--- src/rtl/ccr_unit.sv ---
// ccr_unit: condition-code register for the execute stage.
//
// Holds the Z/N/C flags (bit0=Z, bit1=N, bit2=C) produced by the ALU. It also
// implements SETC/CLRC and evaluates JZ/JN/JC, clearing the tested flag when a
// jump is taken. A shadow stack saves the flags on interrupt entry and
// restores them on RTI.
//
// Build option: define CCR_NEST_EN for a 2-deep LIFO shadow stack, which
// allows one nested interrupt. Without it the stack has a single entry and
// shadow_cnt[1] is tied to 0.
//
// Request semantics: setc, clrc, jz/jn/jc, int_save and rti_restore are
// single-cycle strobes with no ready/acknowledge. They are sampled on the
// rising clk edge only when stall=0. While stall=1 they are ignored and all
// state holds. jmp_taken is a pure combinational decision from the registered
// ccr and is never gated by stall.

module ccr_unit #(
  parameter int FLAG_W = 3
) (
  input  logic              clk,
  input  logic              rst,
  input  logic              stall,
  input  logic [FLAG_W-1:0] alu_flags,
  input  logic [FLAG_W-1:0] flag_we,
  input  logic              setc,
  input  logic              clrc,
  input  logic              jz,
  input  logic              jn,
  input  logic              jc,
  input  logic              int_save,
  input  logic              rti_restore,
  input  logic [FLAG_W-1:0] mem_flags_in,
  output logic [FLAG_W-1:0] ccr,
  output logic              jmp_taken,
  output logic [1:0]        shadow_cnt,
  output logic              shadow_ovf
);

  localparam int BIT_Z = 0;
  localparam int BIT_N = 1;
  localparam int BIT_C = 2;

  // Per-flag "jump taken on this flag" vector. A set bit also means the flag
  // is consumed at the next edge.
  logic [FLAG_W-1:0] jump_hit;

  // Restore source: the stack top, or the data-stack flags if the stack is empty.
  logic [FLAG_W-1:0] stack_top;
  logic              stack_empty;

  // A save that coincides with an RTI is dropped, so only the pop happens.
  logic              do_push;
  logic              do_pop;

  logic [FLAG_W-1:0] ccr_next;
  logic              ovf_next;

  assign do_push = int_save & ~rti_restore;
  assign do_pop  = rti_restore & ~stack_empty;

  // Jump decision: OR of the per-flag tests (an illegal multi-hot request ORs).
  always_comb begin
    jump_hit        = '0;
    jump_hit[BIT_Z] = jz & ccr[BIT_Z];
    jump_hit[BIT_N] = jn & ccr[BIT_N];
    jump_hit[BIT_C] = jc & ccr[BIT_C];
    jmp_taken       = |jump_hit;
  end

  // Next flag value. Priority from lowest to highest is jump consume, then
  // flag_we, then setc/clrc on C. rti_restore replaces the whole register.
  always_comb begin
    ccr_next = ccr;
    if (rti_restore) begin
      ccr_next = stack_empty ? mem_flags_in : stack_top;
    end else begin
      for (int i = 0; i < FLAG_W; i++) begin
        if (flag_we[i]) begin
          ccr_next[i] = alu_flags[i];
        end else if (jump_hit[i]) begin
          ccr_next[i] = 1'b0;
        end
      end
      if (setc) begin
        ccr_next[BIT_C] = 1'b1;
      end else if (clrc) begin
        ccr_next[BIT_C] = 1'b0;
      end
    end
  end

  // Flag register. A stall freezes it.
  always_ff @(posedge clk or posedge rst) begin
    if (rst) begin
      ccr <= '0;
    end else if (!stall) begin
      ccr <= ccr_next;
    end
  end

  // Sticky overflow register. Only reset clears it.
  always_ff @(posedge clk or posedge rst) begin
    if (rst) begin
      shadow_ovf <= 1'b0;
    end else if (!stall) begin
      shadow_ovf <= ovf_next;
    end
  end

`ifdef CCR_NEST_EN

  // Two-entry LIFO. stk_old holds the outer interrupt's flags. stk_new holds
  // the nested interrupt's flags and is valid only when the count is 2.
  logic [FLAG_W-1:0] stk_old;
  logic [FLAG_W-1:0] stk_new;
  logic [1:0]        cnt_q;
  logic [FLAG_W-1:0] stk_old_next;
  logic [FLAG_W-1:0] stk_new_next;
  logic [1:0]        cnt_next;

  assign stack_empty = (cnt_q == 2'd0);
  assign stack_top   = (cnt_q == 2'd2) ? stk_new : stk_old;
  assign shadow_cnt  = cnt_q;

  // Stack next state. A push at full drops the oldest entry and shifts.
  always_comb begin
    stk_old_next = stk_old;
    stk_new_next = stk_new;
    cnt_next     = cnt_q;
    ovf_next     = shadow_ovf;
    if (do_pop) begin
      cnt_next = cnt_q - 2'd1;
    end else if (do_push) begin
      case (cnt_q)
        2'd0: begin
          stk_old_next = ccr;
          cnt_next     = 2'd1;
        end
        2'd1: begin
          stk_new_next = ccr;
          cnt_next     = 2'd2;
        end
        default: begin
          stk_old_next = stk_new;
          stk_new_next = ccr;
          cnt_next     = 2'd2;
          ovf_next     = 1'b1;
        end
      endcase
    end
  end

  // Stack registers. A stall freezes them.
  always_ff @(posedge clk or posedge rst) begin
    if (rst) begin
      stk_old <= '0;
      stk_new <= '0;
      cnt_q   <= 2'd0;
    end else if (!stall) begin
      stk_old <= stk_old_next;
      stk_new <= stk_new_next;
      cnt_q   <= cnt_next;
    end
  end

`else

  // Single shadow entry with a valid bit. A push while valid overwrites it.
  logic [FLAG_W-1:0] stk_entry;
  logic              stk_vld;
  logic [FLAG_W-1:0] stk_entry_next;
  logic              stk_vld_next;

  assign stack_empty = ~stk_vld;
  assign stack_top   = stk_entry;
  assign shadow_cnt  = {1'b0, stk_vld};

  // Stack next state.
  always_comb begin
    stk_entry_next = stk_entry;
    stk_vld_next   = stk_vld;
    ovf_next       = shadow_ovf;
    if (do_pop) begin
      stk_vld_next = 1'b0;
    end else if (do_push) begin
      stk_entry_next = ccr;
      stk_vld_next   = 1'b1;
      if (stk_vld) begin
        ovf_next = 1'b1;
      end
    end
  end

  // Stack registers. A stall freezes them.
  always_ff @(posedge clk or posedge rst) begin
    if (rst) begin
      stk_entry <= '0;
      stk_vld   <= 1'b0;
    end else if (!stall) begin
      stk_entry <= stk_entry_next;
      stk_vld   <= stk_vld_next;
    end
  end

`endif

endmodule

--- config.mk ---
export PLATFORM = sky130hd
export DESIGN_NAME = ccr_unit
export DESIGN_NICKNAME = d
export VERILOG_FILES = /design/src/rtl/ccr_unit.sv
export SDC_FILE = /design/constraint.sdc
export NUM_CORES = 1
export LEC_CHECK = 0
export CAP_MARGIN = 40
export CORE_MARGIN = 3
export CORE_UTILIZATION = 31
export DETAILED_ROUTE_END_ITERATION = 16
export GPL_TIMING_DRIVEN = 0
export PLACE_DENSITY_LB_ADDON = 0.1
export SLEW_MARGIN = 20
export SYNTH_ARGS = -nofsm -noshare
export SYNTH_HDL_FRONTEND = slang
export SYNTH_SLANG_ARGS = --single-unit
--- constraint.sdc ---
create_clock -name clk -period 1 [get_ports clk]
set_input_delay 0.15 -clock clk [delete_from_list [all_inputs] [get_ports clk]]
set_output_delay 0.15 -clock clk [all_outputs]
set_load 0.02 [all_outputs]
Word-level counts from Yosys, hierarchy flattened
Index checks and enable logic that the tools add are counted.
Operators by class
  multiplexer cells: 12
  bitwise operators: 8
  reductions and logical operators: 11
Operator list (number)
  1-bit two-way mux: 10
  2-bit AND reduction: 4
  3-bit two-way mux: 2
  3-bit nonzero test: 2
  1-bit AND: 5
  5-bit nonzero test: 1
  4-bit AND reduction: 1
  1-bit NOT: 3
  3-bit AND reduction: 1
  3-bit OR reduction: 1
  2-bit nonzero test: 1
Word-level totals
  register bits: 8
  input bits: 19

Depth between registers and ports, before layout
Gate-level depths: netlist of run 1.
  depth in word-level cells: 6
  gate-level depth with buffers: 4
  depth with buffers taken out: 3

Worst setup path before layout of run 1
No wires, ideal clock.
  kind: register to output
  start point: register ccr[0]
  end point: output port jmp_taken
  arrival time: 0.926 ns
  data required time: 0.850 ns
  path slack: -0.076 ns
  cell stages (with the launch flop): 3
  path buffers: 0
  cells stage by stage: dfrtp_1 a222oi_1 inv_1
Between the ends
  longest elaborated chain between the ends: 2
RTL lines
  start: declaration: line 34  | output logic [FLAG_W-1:0] ccr,
  start signal: assignment: line 98  | ccr <= ccr_next;
  1-bit AND: line 65  | jump_hit[BIT_Z] = jz & ccr[BIT_Z];
  3-bit OR reduction: line 68  | jmp_taken = |jump_hit;
  end: declaration: line 35  | output logic jmp_taken,
No other way between the ends.

Worst setup path in the final report of run 1
Ends and elaborated chain as after synthesis.

==> results of run 1 <==
==> placed cells by master, fill, tap and decap left out <==
master           count
a21o_1               1
a21oi_1              3
a222oi_1             1
a22o_2               1
buf_2                1
buf_4                2
buf_6                9
clkbuf_1             1
clkbuf_4             3
clkdlybuf4s15_2      1
clkdlybuf4s50_1     15
conb_1               1
dfrtp_1              7
dfrtp_2              1
dlygate4sd2_1        1
inv_1                3
mux2_2               2
mux2_4               3
mux2i_1              3
nand2_1              3
nor2_1               1
nor3_1               2
nor3b_4              1
o21ai_0              3
o21ai_2              2
o41ai_1              1
==> worst max-delay path, cell delays in order (launching register included) <==
cell	delay, ns
dfrtp_2	0.40
a222oi_1	0.32
inv_1	0.09
buf_6	0.14
==> state kept, by name, indices dropped and copies added (netlist names) <==
register    flops
shadow_ovf      1
ccr             3
stk_vld         1
stack_top       3
==> power by group <==
part | internal [mW] | switching (mW) | leakage, nW | total (mW)
logic | 0.255 | 0.162 | 0.245 | 0.417
clock network | 0.154 | 0.129 | 0.0150 | 0.283
registers | 0.386 | 0.0421 | 0.0947 | 0.428
==> layout make-up <==
type | count | area share (%)
Buffer | 4 | 5.31
Clock buffer | 4 | 3.38
Inverter | 3 | 1.45
Multi-Input combinational cell | 28 | 29.4
Sequential cell | 8 | 25.9
Tap cell | 15 | 2.41
Timing Repair Buffer | 25 | 32.2
==> cells by family (layout without fill, tap and decap cells) <==
| kind of cell | Yosys count | after routing | synth area share, % |
|---|---|---|---|
| compound gates | 12 | 12 | 16.8 |
| buf+inv | 7 | 36 | 9.89 |
| flops | 8 | 8 | 44.0 |
| mux | 8 | 8 | 19.0 |
| other cells | 1 | 1 | 0.823 |
| simple gates | 7 | 7 | 9.61 |
==> per-stage QoR <==
stage / area, um^2 / setup TNS, ns / instances
floorplan: 460 / -0.0902 / 43
global placement: 709 / -4.09 / 81
detailed placement: 709 / -4.13 / 81
CTS: 733 / -0.840 / 86
global route: 778 / -1.24 / 87
finish: 778 / -0.874 / 87
==> routing by layer <==
metal / routed length (um) / share of wire (%)
met2: 507 / 45
met5: 0 / 0
met4: 27 / 2.4
met1: 470 / 42
met3: 121 / 11
==> what timing repair did <==
| action | 4_1_cts | 5_1_grt |
|---|---|---|
| gates resized for setup | 34 | 11 |
| pin swaps | 2 | 1 |
| setup endpoints to repair | 12 | 8 |
| buffers inserted | 1 | 1 |
| hold buffers | 0 | 0 |
==> how the worst max path moves through the flow <==
stage	from	slack [ns]	cells after the start	to
finish	ccr[0]	-0.37	3	jmp_taken
floorplan	ccr[0]	-0.05	2	jmp_taken
global placement	jc	-0.68	4	jmp_taken
CTS	ccr[0]	-0.40	3	jmp_taken
detailed placement	jz	-0.70	4	jmp_taken
global route	ccr[0]	-0.49	3	jmp_taken
==> metrics, run 1 <==
Setup Skew=0.00942 ns; Design Power=1.13 mW; layout net count=92; row count=13; R2R setup slack=-0.09 ns; Hold WC Path Type=in -> reg; synth warn=0; Slew Viols, Final=0; ys flop type=dfrtp_1; sequential cell area fraction in the yosys report=44.0%; Mapped Cells=43; Iter 0 DRT Violations=3; TritonCTS clock tree=yes; min Tclk post-route=1.37 ns; Die Height=44.3 um; crit share post-route=137%; core region area=1330 um^2; wire per inst=12.9 um; initial antenna violation count=0; post-synthesis area per instance=10.6 um^2; H-tree Lvls=1; clock slew at reported path FFs=0.06 ns; largest net degree at the start of global routing=10; Die X=44.3 um; Final Hold Vio Count=0; Max Cap Viol=0; Starting Density=34.1%; met1 GRT Util=14.9%; synthesized flop and latch total=8; final wirelength=1.13 mm; count leader, synth=dfrtp_1; GP Congestion=0.712; post-route setup slack=-0.370 ns; final core utilization=58.3%; n_diodes=0; CTS Buf Count=3; crit path launch type=register; r2r endpoint=ccr[1]; CP required=0.85 ns; Root Buffer Master=clkbuf_4; met3 GRT Util=6.10%; vias in the first global route=415; post-synth top area share=44.0%; Hold Crit Depth=2; Worst Hold End=stk_vld; Max FO, Critical Path=2; Vias/cell=4.91; Reg2Reg Depth=4; Cell Pwr Density=1450 nW/um^2; RSZ-0062 raised after global routing=yes; R2R Path Start=stk_vld; Max Freq=0.730 GHz; hold slack final=0.110 ns; Yosys top cell by area=dfrtp_1; # IOs=26; arrival time at the worst endpoint=1.22 ns; Sequential cell area=201 um^2; # port buffers=23; Syn Std Cell Area=455 um^2; Syn-to-layout area delta=70.9%; outcome=complete, but fails checks; DR pass1 iterations=5; worst skew pair latency=0.27 ns; met2 Use GR=18.6%; busiest layer in global routing=met2; Post-synth EDFFs=0; Post-Syn Nets=62; maximum vdd drop=666 uV; Hold Crit Start=rti_restore; top cells by count, synth=dfrtp_1 (8), mux2_2 (5); layout cells sized above 1=36.1%; ranking of synthesized cells by area=dfrtp_1 (44%), mux2_2 (12%), mux2i_1 (6.6%); failing checks=negative setup slack; DRC Markers=0; first-pass GRT wire length=1.75 mm; Vias=427; antenna-violating nets left=0; WS Path Type=reg -> out; ys async rst share=100%; aggregate global routing overflow=0; area of the multi-input gates=229 um^2; GRT Total Usage=12.9%; CP endpoint kind=output port; P_leak=0.354 nW; total die area=1970 um^2; CTS Sinks=8; pre-CTS WS=-0.698 ns; CTS Buffer Depth=2; final setup vio count=7; fillcell total=135; library cells used by synthesis=18
Power figures use the tool's default switching activity.
==> run 2: changes to the inputs <==
--- a/config.mk
+++ b/config.mk
@@ -8,6 +8,7 @@
 export CAP_MARGIN = 40
 export CORE_MARGIN = 3
 export CORE_UTILIZATION = 31
+export CTS_CLUSTER_SIZE = 25
 export DETAILED_ROUTE_END_ITERATION = 16
 export GPL_TIMING_DRIVEN = 0
 export PLACE_DENSITY_LB_ADDON = 0.1
==> constraint.sdc (replaced) <==
create_clock -name clk -period 1.6 [get_ports clk]
set_input_delay 0.24 -clock clk [delete_from_list [all_inputs] [get_ports clk]]
set_output_delay 0.24 -clock clk [all_outputs]
set_load 0.02 [all_outputs]
==> metrics, run 2 (synthesis gave the netlist of run 1 again) <==
number of setup buffers added after CTS=0; most frequent cells in the layout=clkdlybuf4s50_1 (22), dfrtp_1 (8), mux2_2 (5); largest net degree at the start of global routing=10; family with the most delay on the worst path=buffers and inverters; pre-CTS WS=-0.240 ns; post-route setup slack=0.101 ns; Crit. Startpoint=ccr[2]; n_diodes=0; Vias/cell=4.71; fillcell total=129; Die Height=44.3 um; GRT Total Usage=12.0%; TritonCTS clock tree=yes; Syn-to-layout area delta=58.5%; Max FO, Critical Path=4; post-DP HPWL=832 um; total die area=1970 um^2; H-tree Lvls=1; Slew Viols, Final=0; r2r endpoint=ccr[0]; R2R Path Start=stk_vld; crit share post-route=93.7%; layout net count=90; WS Path Type=reg -> out; arrival time at the worst endpoint=1.26 ns; Vias=396; Starting Density=34.1%; Hold WC Path Type=in -> reg; worst path bufs/invs=1; final setup vio count=0; Setup Skew=0.00468 ns; Placement Cell Area=704 um^2; # IOs=26; min Tclk post-route=1.50 ns; Reg2Reg Depth=4; Worst Hold End=stk_vld; outcome=complete, no violations; P_leak=0.314 nW; CTS Buf Count=3; DRC Markers=0; R2R setup slack=0.51 ns; Post-CTS Hold Fix Bufs=0; layout cells sized above 1=21.7%; maximum vdd drop=424 uV; clock slew at reported path FFs=0.05 ns; initial antenna violation count=0; DR pass1 iterations=4; crit path launch type=register; Die X=44.3 um; first-pass GRT wire length=1.70 mm; worst skew pair latency=0.24 ns; design area=722 um^2; CTS Buffer Depth=2; Cell Pwr Density=871 nW/um^2; wire per inst=12.0 um; cell-by-cell trace of the critical path=clkdlybuf4s50_1; Worst path slowest cell=clkdlybuf4s50_1; Max Freq=0.667 GHz; commonest non-fill, non-tap cell in the layout=clkdlybuf4s50_1; row count=13; Root Buffer Master=clkbuf_4; antenna-violating nets left=0; # port buffers=23; CTS Sinks=8; RSZ-0062 raised after global routing=no; Max Cap Viol=0; core region area=1330 um^2; Final Hold Vio Count=0; CP required=1.36 ns; final wirelength=1.01 mm; vias in the first global route=412; aggregate global routing overflow=0; Hold Crit Depth=2; Hold Crit Start=rti_restore; CP endpoint kind=output port; Max stage delay on crit path=0.62 ns; Iter 0 DRT Violations=7; GP Congestion=0.631
-- run 2: changes by cell type in the layout (fill, tap and decap cells not counted), moves of 2 or more --
| cell | previous run | this run |
|---|---|---|
| o21ai_1 | 0 | 2 |
| mux2_2 | 2 | 5 |
| clkdlybuf4s50_1 | 15 | 22 |
| mux2_4 | 3 | 0 |
| o21ai_2 | 2 | 0 |
| buf_6 | 9 | 1 |
-- run 2: worst max path at each step --
| stage | to | cells after the start |
|---|---|---|
| 5_1_grt | ccr[2] | 1 |
| 3_5_place_dp | jmp_taken | 4 |
| 3_3_place_gp | jmp_taken | 4 |
| 2_1_floorplan | jmp_taken | 2 |
| 4_1_cts | jmp_taken | 4 |
| 6_report | ccr[2] | 1 |
-- run 2: what timing repair did --
action,in CTS,in global routing
pin swaps,0,1
endpoints found under the setup margin,1,1
resized for setup,3,1
-- run 2: through the flow --
step / hold slack (ns) / TNS (ns) / util (%) / cells / total power [mW]
3_5_place_dp: 0.451 / -0.276 / 52.8 / 81 / 0.494
3_3_place_gp: 0.442 / -0.272 / 52.8 / 81 / 0.492
2_1_floorplan: 0.0557 / 0 / - / 43 / 0.384
5_1_grt: 0.221 / 0 / 54.1 / 84 / 0.671
6_report: 0.228 / 0 / 54.1 / 84 / 0.629
4_1_cts: 0.217 / 0 / 54.6 / 84 / 0.645
-- run 2: layout make-up --
cell class / instances / area [um^2] / area share [%]
inverters: 3 / 11.3 / 1.56
repair buffers: 23 / 225 / 31.2
clock buffers: 3 / 22.5 / 3.12
flip-flops and latches: 8 / 200 / 27.7
multi-input cells: 28 / 210 / 29.1
well taps: 15 / 18.8 / 2.60
plain buffers: 4 / 33.8 / 4.68
-- run 2: layer usage --
metal	vias up	part of all wire, %	global-route usage (%)
met1	172	46	15.7
met5	-	0	0
met3	0	9.3	4.07
met2	19	45	18.0
li1	205	-	-
met4	0	0	5.42
-- run 2: report_power, final --
part / total (mW) / switching [mW] / internal (mW)
combinational: 0.217 / 0.0875 / 0.129
sequential: 0.267 / 0.0259 / 0.241
clock: 0.145 / 0.0599 / 0.0852
total: 0.629 / 0.173 / 0.455
